### src/rtl/sipo_deserializer.sv
// Serial-in/parallel-out deserializer: assembles WIDTH serial bits (MSB- or LSB-first per word)
// into a word presented through a one-entry valid/ready holding register with sticky overrun.
module sipo_deserializer #(
    parameter int unsigned WIDTH = 8,
    localparam int unsigned CNT_W = $clog2(WIDTH)
) (
    input  logic             clk,
    input  logic             clear,
    input  logic             sin,
    input  logic             sin_valid,
    input  logic             msb_first,
    input  logic             sync_clr,
    output logic [WIDTH-1:0] pout,
    output logic             pout_valid,
    input  logic             pout_ready,
    output logic [CNT_W-1:0] bit_count,
    output logic             overrun
);

    localparam logic [CNT_W-1:0] CNT_LAST = CNT_W'(WIDTH - 1);
    localparam logic [CNT_W-1:0] CNT_ONE  = CNT_W'(1);

    logic [WIDTH-1:0] sr_q, sr_d;
    logic [WIDTH-1:0] pout_q;
    logic [CNT_W-1:0] cnt_q, cnt_d;
    logic             order_q;
    logic             order_eff;
    logic             pvalid_q;
    logic             ovr_q;
    logic             word_done;
    logic             slot_free;

    // The first bit of a word shifts in using the live msb_first, since the latch loads on that same edge.
    always_comb begin
        order_eff = (cnt_q == '0) ? msb_first : order_q;
        sr_d      = order_eff ? {sr_q[WIDTH-2:0], sin} : {sin, sr_q[WIDTH-1:1]};
        word_done = sin_valid && (cnt_q == CNT_LAST);
        cnt_d     = word_done ? '0 : cnt_q + CNT_ONE;
        slot_free = !pvalid_q || pout_ready;
    end

    always_ff @(posedge clk or negedge clear) begin
        if (!clear) begin
            sr_q     <= '0;
            cnt_q    <= '0;
            pout_q   <= '0;
            pvalid_q <= 1'b0;
            ovr_q    <= 1'b0;
            order_q  <= 1'b0;
        end else if (sync_clr) begin
            sr_q     <= '0;
            cnt_q    <= '0;
            pout_q   <= '0;
            pvalid_q <= 1'b0;
            ovr_q    <= 1'b0;
        end else begin
            if (sin_valid) begin
                sr_q  <= sr_d;
                cnt_q <= cnt_d;
                if (cnt_q == '0) begin
                    order_q <= msb_first;
                end
            end
            // A completing word may refill the slot on the same edge it is consumed.
            if (word_done && slot_free) begin
                pout_q   <= sr_d;
                pvalid_q <= 1'b1;
            end else if (word_done) begin
                ovr_q <= 1'b1;
            end else if (pout_ready) begin
                pvalid_q <= 1'b0;
            end
        end
    end

    assign pout       = pout_q;
    assign pout_valid = pvalid_q;
    assign bit_count  = cnt_q;
    assign overrun    = ovr_q;

endmodule

### config.mk
export PLATFORM = sky130hd
export DESIGN_NAME = sipo_deserializer
export DESIGN_NICKNAME = d
export VERILOG_FILES = /design/src/rtl/sipo_deserializer.sv
export SDC_FILE = /design/constraint.sdc
export NUM_CORES = 1
export LEC_CHECK = 0
export ABC_AREA = 1
export BUFFER_PORTS_ARGS = -buffer_cell sky130_fd_sc_hd__buf_2
export CORE_MARGIN = 8
export CORE_UTILIZATION = 40
export DETAILED_ROUTE_END_ITERATION = 10
export GPL_ROUTABILITY_DRIVEN = 0
export REMOVE_ABC_BUFFERS = 1
export SLEW_MARGIN = 25
export SYNTH_ARGS = -nofsm -noshare
export SYNTH_HDL_FRONTEND = slang
export SYNTH_SLANG_ARGS = --single-unit
### constraint.sdc
create_clock -name clk -period 1.7 [get_ports clk]
set_input_delay 0.17 -clock clk [delete_from_list [all_inputs] [get_ports clk]]
set_output_delay 0.17 -clock clk [all_outputs]
set_load 0.02 [all_outputs]
=== After elaboration in Yosys (flattened, before gate mapping) ===
Cells that the tools add are included.
Widths: inputs -> output; s select.

* Input bits: 7
* Output and inout bits: 13
* Register bits after elaboration: 22

* Equal/unequal tests: 3
* Reduce and logical (&&, ||, !) cells: 12
* Add/subtract/negate cells: 1
* Bitwise gates (word level): 1
* Muxes and demuxes: 16

{| class="wikitable"
|+ Operators with widths
! kind !! number
|-
| $mux 8 || 5
|-
| $mux 3 || 3
|-
| $mux 1 || 8
|-
| $reduce_and 2->1 || 3
|-
| $reduce_bool 2->1 || 3
|-
| $add 3x1->3 const B || 1
|-
| $eq 3x3->1 const B || 1
|-
| $logic_not 3->1 || 1
|-
| $ne 3x2->1 const B || 1
|-
| $reduce_bool 3->1 || 1
|-
| $logic_and 1x1->1 || 2
|-
| $ne 2x2->1 const B || 1
|-
| $logic_not 1->1 || 1
|-
| $logic_or 1x1->1 || 1
|-
| $not 1->1 || 1
|}

=== Logic depth before layout (Yosys ltp) ===
Gate-level depths: netlist of the first run.

* Word-level depth: 5
* Depth in mapped cells: 8

=== Worst setup path after synthesis of the first run ===
No wires, ideal clock.

* Kind: flip-flop to flip-flop
* From: reg cnt_q[0] (netlist: bit_count[0])
* To: reg pout_q[0] (netlist: pout[0])
* Data arrival time: 1.313 ns
* Data required time: 1.635 ns
* Path buffers: 0
* Stages on the path, launching flop included: 8
* Path slack: 0.322 ns
* Cell sequence: dfrtp_1 ha_1 ha_1 nand3_1 nand2_2 inv_2 nand2_1 nand2_1

* Word-level cells in the longest chain between the ends: 5
* Elaborated cells between the ends (all ways): 9
* Classes of those cells: eq/ne: 1; mux: 4; reduce/logical: 4

{| class="wikitable"
|+ Ends and longest elaborated chain
! item !! RTL line !! text
|-
| from (decl) || 25 || <nowiki>logic [CNT_W-1:0] cnt_q, cnt_d;</nowiki>
|-
| from (signal assigned) || 59 || <nowiki>cnt_q <= cnt_d;</nowiki>
|-
| $logic_not 3->1 || 35 || <nowiki>order_eff = (cnt_q == '0) ? msb_first : order_q;</nowiki>
|-
| $mux 1 || - ||
|-
| $mux 8 || 36 || <nowiki>sr_d = order_eff ? {sr_q[WIDTH-2:0], sin} : {sin, sr_q[WIDTH-1:1]};</nowiki>
|-
| $mux 8 || 65 || <nowiki>if (word_done && slot_free) begin</nowiki>
|-
| $mux 8 || 50 || <nowiki>end else if (sync_clr) begin</nowiki>
|-
| to (signal assigned) || 66 || <nowiki>pout_q <= sr_d;</nowiki>
|-
| to (decl) || 24 || <nowiki>logic [WIDTH-1:0] pout_q;</nowiki>
|}

Parallel ways exist; a longest one is shown, timed or not. The select of a mux whose other input is x is not followed.
A chain may end at the register's enable or synchronous reset.

=== Final worst setup path of the first run ===
* From: reg cnt_q[0] (netlist: bit_count[0])
* To: reg sr_q[5]

* Word-level cells in the longest chain between the ends: 5

{| class="wikitable"
|+ Ends and longest elaborated chain
! item !! RTL line !! text
|-
| $logic_not 3->1 || 35 ||
|-
| $mux 1 || - ||
|-
| $mux 8 || 36 ||
|-
| $mux 8 || 57 || <nowiki>if (sin_valid) begin</nowiki>
|-
| $mux 8 || 50 ||
|-
| to (signal assigned) || 58 || <nowiki>sr_q <= sr_d;</nowiki>
|-
| to (decl) || 23 || <nowiki>logic [WIDTH-1:0] sr_q, sr_d;</nowiki>
|}

Every way passes these cells. The select of a mux whose other input is x is not followed.

==> impl_metrics.json, run 1 <==
{
  "hold_class": "input port to flop",
  "critPathLaunchType": "flop",
  "syn_area_per_cell_um2": 8.16,
  "hold_viol_final": 0,
  "end_kind": "flop",
  "clk_pin_slew_ns": 0.11,
  "dr.first_iter.drc_count": 53,
  "synth_area_leader_cell": "dfrtp_1",
  "swShare": 0.254,
  "core_um2": 2660,
  "period_share": 0.874,
  "worstPathArrival_ns": 1.69,
  "grt_pass1_vias": 934,
  "pin_count": 20,
  "seq_power_share": 0.503,
  "cts_resized": 0,
  "syn_area_um2": 1080,
  "crit_family": "simple AND/OR/NAND/NOR gates",
  "cp_slowest_stage_delay_ns": 0.42,
  "port-buffer-count": 19,
  "wl_mm": 2.35,
  "cp.depth": 7,
  "drive_above_1_share": 0.201,
  "cts_root_buf": "clkbuf_4",
  "synth.distinct_cells": 16,
  "final_core_util": 0.471,
  "final_common_cell": "nand2_1",
  "crit_top_cell": "nand3_1",
  "ant_nets": 0,
  "worst_slack_ns": 0.214,
  "grt_pass1_wl_mm": 4.18,
  "path_class": "flop to flop",
  "worstReg2RegStart": "bit_count[0]$_DFFE_PN0P_",
  "grt_max_degree": 23,
  "dp_slack_ns": 0.232,
  "h-tree-depth": 1,
  "critPathBufInv": 1,
  "setup.worst_path.end": "sr_q[5]$_DFFE_PN0P_",
  "status": "completed",
  "cp_max_fo": 9,
  "reg2reg_setup_slack_ns": 0.21,
  "ir_worst_vdd_uv": 527,
  "rsz0062_at_grt": "false",
  "die_area_um2": 4610,
  "cp_cell_sequence": "inv_1 > ha_1 > nand3_1 > nand3_1 > nand2_1 > nand3_1 > nand2_1",
  "synth.ff_latch_count": 22,
  "layout_common_cells": "46 x nand2_1, 36 x nand3_1, 22 x dfrtp_1, 19 x buf_2, 8 x inv_1",
  "drv_slew": 0,
  "floorplan.initialDensity": 0.405,
  "fillers": 258,
  "power_mw": 1.10,
  "clkPwrFrac": 0.359,
  "die_h_um": 67.9,
  "grt_overflow": 0,
  "reg2regPathDepth": 7,
  "intPower_mw": 0.824,
  "setup_tns_ns": 0,
  "cts_buffers": 3,
  "n_antenna_cell": 0,
  "worstMarginPinSlew_ns": 0.490,
  "antenna_found_initial": 0,
  "max_freq_mhz": 673,
  "slowest_stage": "dfrtp_1",
  "die_w_um": 67.9,
  "drc": 0,
  "yosys_warnings": 0,
  "synth_area_leaders": "dfrtp_1 51%, nand3_1 17%, nand2_1 16%, ha_1 3.5%, inv_1 2.8%",
  "powerDensity_nw_per_um2": 880,
  "multiInputGateArea_um2": 463,
  "cts_sinks": 22,
  "synthToLayoutAreaGrowth_pct": 16.5,
  "cap_violations": 0,
  "seqCellArea_um2": 551,
  "postSynthCellCount": 132,
  "final_nets": 165,
  "wl_per_cell_um": 12.7,
  "ys_seq_area_frac": 0.511,
  "p_sw_mw": 0.281,
  "synthDominantCellAreaShare": 0.511,
  "via_per_inst": 5.05,
  "crit_required_ns": 1.90,
  "leakagePower_nw": 0.734,
  "skew_ns": 0.0133,
  "slew_headroom": 0.673,
  "cp-startpoint": "bit_count[0]$_DFFE_PN0P_",
  "fin_hold_ws_ns": 0.0612,
  "firstDrtPassIters": 4,
  "grtUsageTotal": 0.118,
  "hpwlAfterDp_mm": 1.79,
  "reg2reg_to": "sr_q[5]$_DFFE_PN0P_",
  "insertion_delay_ns": 0.31,
  "core.rowCount": 19,
  "cts_tree": "done",
  "clock_path_buffers": 2,
  "p_comb_frac": 0.138,
  "setup_viol": 0,
  "num_vias": 935,
  "period_needed_ns": 1.49
}
==> sequential cells by signal, indices dropped and copies added (netlist names) <==
name,count
overrun,1
bit_count,3
pout,8
pout_valid,1
order_q,1
sr_q,8
==> metrics by stage <==
stage               cells  cell area [um2]
floorplan             129             1050
global placement      180             1190
detailed placement    180             1190
CTS                   185             1250
global route          185             1250
finish                185             1250
==> repair_timing <==
action                                  CTS  global route
hold buffers                              1             0
setup buffers                             0             0
endpoints found under the hold margin    22             0
endpoints found under the setup margin    0             0
==> power by group through the flow <==
stage | logic [mW] | registers, mW | clock network, mW
6_report | 0.152 | 0.556 | 0.397
5_1_grt | 0.172 | 0.558 | 0.433
4_1_cts | 0.154 | 0.555 | 0.407
3_5_place_dp | 0.152 | 0.565 | 0
3_3_place_gp | 0.149 | 0.565 | 0
2_1_floorplan | 0.0800 | 0.577 | 0
==> worst min-delay path by stage <==
stage | startpoint | end | slack, ns | depth (start not counted)
2_1_floorplan | clear | bit_count[0]$_DFFE_PN0P_ | -0.13 | 0
3_3_place_gp | clear | order_q$_DFFE_PN0P_ | 0.16 | 1
4_1_cts | sync_clr | pout_valid$_DFFE_PN0P_ | 0.05 | 2
3_5_place_dp | clear | sr_q[5]$_DFFE_PN0P_ | 0.17 | 1
6_report | sync_clr | pout_valid$_DFFE_PN0P_ | 0.06 | 2
5_1_grt | sync_clr | pout_valid$_DFFE_PN0P_ | 0.06 | 2
==> per-layer routing <==
metal	up-vias	wire length, um	track usage
met5	-	0	0
met3	4	96	0.0196
met4	0	39	0.0563
met2	18	1040	0.193
met1	431	1170	0.148
li1	482	-	-
==> cells in the mapped netlist <==
| master | n |
|---|---|
| inv_1 | 8 |
| o22ai_1 | 2 |
| buf_6 | 1 |
| buf_4 | 2 |
| o31ai_1 | 1 |
| nor2_2 | 1 |
| a21oi_1 | 1 |
| ha_1 | 3 |
| inv_2 | 2 |
| nand3_1 | 36 |
| dfrtp_1 | 22 |
| o21ai_1 | 1 |
| nand2_1 | 46 |
| nand4_1 | 1 |
| o21ai_0 | 1 |
| nand2_2 | 4 |
==> worst reg2reg max path: stages, from the launching register on <==
cell     delay, ns
dfrtp_1       0.42
inv_1         0.11
ha_1          0.19
nand3_1       0.28
nand3_1       0.18
nand2_1       0.08
nand3_1       0.07
nand2_1       0.05
==> cell families after synthesis <==
family | after synthesis | synth area share
flops | 22 | 0.511
fa+ha+maj | 3 | 0.0348
buf+inv | 13 | 0.0592
simple gates | 88 | 0.362
compound gates | 6 | 0.0325
==> layout make-up <==
cell class	instances	share of cell area
clock inverters	1	0.0239
flip-flops and latches	22	0.439
inverters	10	0.0299
well taps	31	0.0309
clock buffers	3	0.0179
multi-input cells	97	0.369
repair buffers	21	0.0897
(Power assumes the default switching activity.)
==> run 2: changes to the inputs <==
--- a/config.mk
+++ b/config.mk
@@ -13,2 +13,3 @@
 export GPL_ROUTABILITY_DRIVEN = 0
+export PLACE_DENSITY = 0.69
 export REMOVE_ABC_BUFFERS = 1
==> constraint.sdc (replaced) <==
create_clock -name clk -period 1.7 [get_ports clk]
set_input_delay 0.085 -clock clk [delete_from_list [all_inputs] [get_ports clk]]
set_output_delay 0.085 -clock clk [all_outputs]
set_load 0.02 [all_outputs]
==> run 2 against run 1 <==
Sequential share of layout area down 0.35 points. Final area up 0.80%. Cell count up 0.54%. Largest power group unchanged.
==> impl_metrics.json, run 2 (synthesis results as in run 1) <==
{
  "rsz0062_at_grt": "false",
  "powerDensity_nw_per_um2": 878,
  "setup_viol": 0,
  "grtUsageTotal": 0.118,
  "worstMarginPinSlew_ns": 0.503,
  "drive_above_1_share": 0.200,
  "final_cell_area_um2": 1260,
  "path_class": "flop to flop",
  "grt_max_degree": 23,
  "core_um2": 2660,
  "status": "completed",
  "drc": 0,
  "hpwlAfterDp_mm": 1.71,
  "n_antenna_cell": 0,
  "setup_tns_ns": 0,
  "clock_path_buffers": 2,
  "layout_common_cells": "46 x nand2_1, 36 x nand3_1, 22 x dfrtp_1, 19 x buf_2, 8 x inv_1",
  "die_area_um2": 4610,
  "p_sw_mw": 0.285,
  "period_share": 0.877,
  "cts_root_buf": "clkbuf_4",
  "num_vias": 976,
  "die_h_um": 67.9,
  "cap_violations": 0,
  "worstPathArrival_ns": 1.70,
  "grt_pass1_vias": 926,
  "ant_nets": 0,
  "drv_slew": 0,
  "ir_worst_vdd_uv": 534,
  "core.rowCount": 19,
  "port-buffer-count": 19,
  "cts_buffers": 3,
  "antenna_found_initial": 0,
  "final_common_cell": "nand2_1",
  "clkPwrFrac": 0.361,
  "max_freq_mhz": 671,
  "cp_max_fo": 9,
  "placed_area_um2": 1190,
  "leakagePower_nw": 0.738,
  "dr.first_iter.drc_count": 27,
  "cts_tree": "done",
  "clk_pin_slew_ns": 0.12,
  "synthToLayoutAreaGrowth_pct": 17.4,
  "wl_per_cell_um": 12.6,
  "fillers": 267,
  "critPathLaunchType": "flop",
  "insertion_delay_ns": 0.31,
  "intPower_mw": 0.825,
  "h-tree-depth": 1,
  "floorplan.initialDensity": 0.405,
  "firstDrtPassIters": 5,
  "crit_required_ns": 1.91,
  "pin_count": 20,
  "end_kind": "flop",
  "period_needed_ns": 1.49,
  "grt_overflow": 0,
  "p_comb_frac": 0.139,
  "reg2reg_setup_slack_ns": 0.21,
  "swShare": 0.257,
  "die_w_um": 67.9,
  "postCtsSetupBuffers": 0,
  "seq_power_share": 0.500,
  "cts_resized": 0,
  "hold_viol_final": 0,
  "hold_class": "input port to flop",
  "via_per_inst": 5.25,
  "final_nets": 166,
  "grt_pass1_wl_mm": 4.26,
  "cts_sinks": 22,
  "slew_headroom": 0.664,
  "skew_ns": 0.00534,
  "wl_mm": 2.35
}
[run 2: cell types whose count changed in the layout (fill, tap and decap cells not counted), sizes merged]
| cell | before | now |
|---|---|---|
| dlygate4sd3 | 1 | 2 |
[run 2: routing by layer]
layer	global-route usage	wire length, um
met3	0.0295	133
met2	0.186	1100
met5	0	0
met4	0.0486	41
met1	0.152	1080
[run 2: critical path: stages, from the launching register on]
cell	delay, ns
dfrtp_1	0.42
inv_1	0.10
ha_1	0.19
nand3_1	0.27
nand3_1	0.18
nand2_1	0.10
nand3_1	0.08
nand2_1	0.06
[run 2: power groups by stage]
| stage | combinational (mW) | clock, mW | sequential (mW) |
|---|---|---|---|
| global route | 0.174 | 0.434 | 0.558 |
| finish | 0.154 | 0.401 | 0.555 |
| floorplan | 0.0800 | 0 | 0.577 |
| global placement | 0.148 | 0 | 0.564 |
| detailed placement | 0.150 | 0 | 0.565 |
| CTS | 0.154 | 0.410 | 0.555 |
[run 2: area by class of cell]
class                           instances  area, um2  area share
Clock buffer                            3       22.5      0.0178
Timing Repair Buffer                   22        123      0.0969
Sequential cell                        22        551       0.435
Tap cell                               31       38.8      0.0307
Inverter                               10       37.5      0.0297
Clock inverter                          1       30.0      0.0237
Multi-Input combinational cell         97        463       0.366
[run 2: what timing repair did]
item / 4_1_cts / 5_1_grt
setup endpoints to repair: 0 / 0
hold buffers: 2 / 0
endpoints found under the hold margin: 24 / 0
[run 2: final timing paths]
path / from / to / cells past startpoint
worst max register to register: bit_count[0]$_DFFE_PN0P_ / sr_q[2]$_DFFE_PN0P_ / 7
max in group asynchronous: clear / bit_count[0]$_DFFE_PN0P_ / 2
worst min register to register: pout[3]$_DFFE_PN0P_ / pout[3]$_DFFE_PN0P_ / 2
worst min-delay path: pout_ready / pout_valid$_DFFE_PN0P_ / 4
worst max-delay path: bit_count[0]$_DFFE_PN0P_ / sr_q[2]$_DFFE_PN0P_ / 7
min in group asynchronous: clear / pout[5]$_DFFE_PN0P_ / 2
[run 2: through the flow]
stage          power [mW]  std cells   util  hold WS, ns  worst slack (ns)
2_1_floorplan       0.657        129      -       -0.211             0.302
3_3_place_gp        0.712        180  0.448       0.0706             0.301
3_5_place_dp        0.715        180  0.448       0.0817             0.266
4_1_cts              1.12        186  0.475       0.0599             0.231
5_1_grt              1.17        186  0.475       0.0658            0.0369
6_report             1.11        186  0.475       0.0648             0.210
==> run 3: changes to the inputs <==
Settings changed: GPL_TIMING_DRIVEN set to 0, PLACE_DENSITY 0.69 to 0.67.
Clock period 1.7 ns to 1.2 ns, I/O delays scaled along.
==> run 3 against run 2 <==
The flow now finishes with violations (negative setup slack). Worst hold slack better by 0.027 ns. Cell count is 2.2% higher. Largest cell class is now multi-input combinational cells. Clock skew is 0.00084 ns higher. Worst setup slack worse by 0.33 ns. Sequential share of layout area is 6.5 points lower. Die area stayed put. Critical path type unchanged. Final area is 18% higher. Largest power group unchanged.
==> impl_metrics.json, run 3 (synthesis results as in run 1) <==
{
  "cts_tree": "done",
  "port-buffer-count": 19,
  "critPathLaunchType": "flop",
  "worstReg2RegStart": "bit_count[0]$_DFFE_PN0P_",
  "worst_slack_ns": -0.118,
  "die_h_um": 67.9,
  "clock_path_buffers": 2,
  "reg2reg_to": "pout[4]$_DFFE_PN0P_",
  "grtUsageTotal": 0.122,
  "busiest_layer": "met2",
  "drc": 0,
  "wl_per_cell_um": 14.9,
  "grt_max_degree": 23,
  "hold_viol_final": 0,
  "drive_above_1_share": 0.390,
  "gr-usage-met3": 0.0164,
  "setup_tns_ns": -1.75,
  "worstMarginPinSlew_ns": 0.682,
  "period_needed_ns": 1.32,
  "grt_pass1_vias": 992,
  "drv_slew": 0,
  "h-tree-depth": 1,
  "min_path_cells": 4,
  "core_um2": 2660,
  "whs_endpoint": "sr_q[5]$_DFFE_PN0P_",
  "period_share": 1.10,
  "slew_headroom": 0.545,
  "crit_required_ns": 1.43,
  "worstPathArrival_ns": 1.55,
  "final_common_cell": "nand2_1",
  "cts_root_buf": "clkbuf_4",
  "skew_ns": 0.00618,
  "cp_max_fo": 8,
  "dp_slack_ns": -0.277,
  "ir_worst_vdd_uv": 764,
  "grt_use_met2": 0.212,
  "hpwlAfterDp_mm": 1.69,
  "n_antenna_cell": 0,
  "via_per_inst": 5.38,
  "max_freq_mhz": 759,
  "rsz0062_at_grt": "true",
  "powerDensity_nw_per_um2": 1150,
  "placed_area_um2": 1180,
  "cts_buffers": 3,
  "status": "complete, but fails checks",
  "ant_nets": 0,
  "final_cell_area_um2": 1490,
  "reg2reg_setup_slack_ns": -0.12,
  "floorplan.initialDensity": 0.405,
  "cap_violations": 0,
  "final_nets": 170,
  "insertion_delay_ns": 0.32,
  "leakagePower_nw": 0.778,
  "path_class": "flop to flop",
  "cts_sinks": 22,
  "antenna_found_initial": 0,
  "pin_count": 20,
  "die_w_um": 67.9,
  "reg2regPathDepth": 7,
  "wl_mm": 2.83,
  "hold_class": "input port to flop",
  "num_vias": 1023,
  "final_cells": 190,
  "min_from": "sync_clr",
  "violations": "negative setup slack",
  "layout_common_cells": "36 x nand2_1, 25 x nand3_1, 22 x dfrtp_1, 19 x buf_2, 10 x nand2_2",
  "grt_pass1_wl_mm": 4.43,
  "dp.cells": 179,
  "synthToLayoutAreaGrowth_pct": 38.1,
  "setup_viol": 19,
  "die_area_um2": 4610,
  "firstDrtPassIters": 4,
  "grt_overflow": 0,
  "clk_pin_slew_ns": 0.13,
  "met1_usage": 0.148,
  "core.rowCount": 19,
  "dr.first_iter.drc_count": 33,
  "end_kind": "flop"
}
## run 3: what timing repair did
| action | 4_1_cts | 5_1_grt |
|---|---|---|
| gates resized for setup | 24 | 20 |
| hold endpoints to repair | 24 | 0 |
| buffers inserted | 3 | 1 |
| hold buffers | 2 | 0 |
| pin swaps | 6 | 13 |
| cloned | 1 | 0 |
| setup endpoints to repair | 18 | 20 |
## run 3: how the worst max path moves through the flow
stage	from	end	slack (ns)
floorplan	bit_count[0]$_DFFE_PN0P_	pout[0]$_DFFE_PN0P_	-0.20
global placement	bit_count[0]$_DFFE_PN0P_	pout[2]$_DFFE_PN0P_	-0.26
detailed placement	bit_count[0]$_DFFE_PN0P_	pout[3]$_DFFE_PN0P_	-0.28
CTS	bit_count[1]$_DFFE_PN0P_	pout[3]$_DFFE_PN0P_	-0.08
global route	bit_count[0]$_DFFE_PN0P_	sr_q[0]$_DFFE_PN0P_	-0.19
finish	bit_count[0]$_DFFE_PN0P_	pout[4]$_DFFE_PN0P_	-0.12
## run 3: where the power goes
part / switching, mW / internal, mW / total, mW / leakage [nW]
sequential: 0.0269 / 0.769 / 0.796 / 0.302
combinational: 0.219 / 0.111 / 0.330 / 0.448
clock: 0.247 / 0.338 / 0.585 / 0.0279
total: 0.493 / 1.22 / 1.71 / 0.778
## run 3: metrics by stage
stage	power [mW]	utilization	hold WS [ns]
floorplan	0.931	-	-0.236
global placement	1.01	0.445	0.0478
detailed placement	1.01	0.445	0.0567
CTS	1.66	0.523	0.0616
global route	1.78	0.559	0.0864
finish	1.71	0.559	0.0919
## run 3: metal layers
| layer | part of all wire | vias to the layer above | wire length, um |
|---|---|---|---|
| li1 | - | 492 | - |
| met1 | 0.39 | 490 | 1100 |
| met2 | 0.54 | 36 | 1520 |
| met3 | 0.057 | 5 | 162 |
| met4 | 0.015 | 0 | 42 |
| met5 | 0 | - | 0 |
## run 3: final cells by class
cell class              instances  area (um2)
clock buffers                   3        22.5
clock inverters                 1        30.0
fillers                       236        1170
inverters                      10        42.5
multi-input cells              98         654
flip-flops and latches         22         551
well taps                      31        38.8
repair buffers                 25         149
## run 3: critical path, cell delays in order, from the launching register on
cell and delay, ns:
dfrtp_1 0.43, inv_2 0.09, ha_4 0.21, nand3_4 0.17
nand3_1 0.13, nand2_1 0.08, nand3_1 0.07, nand2_1 0.06
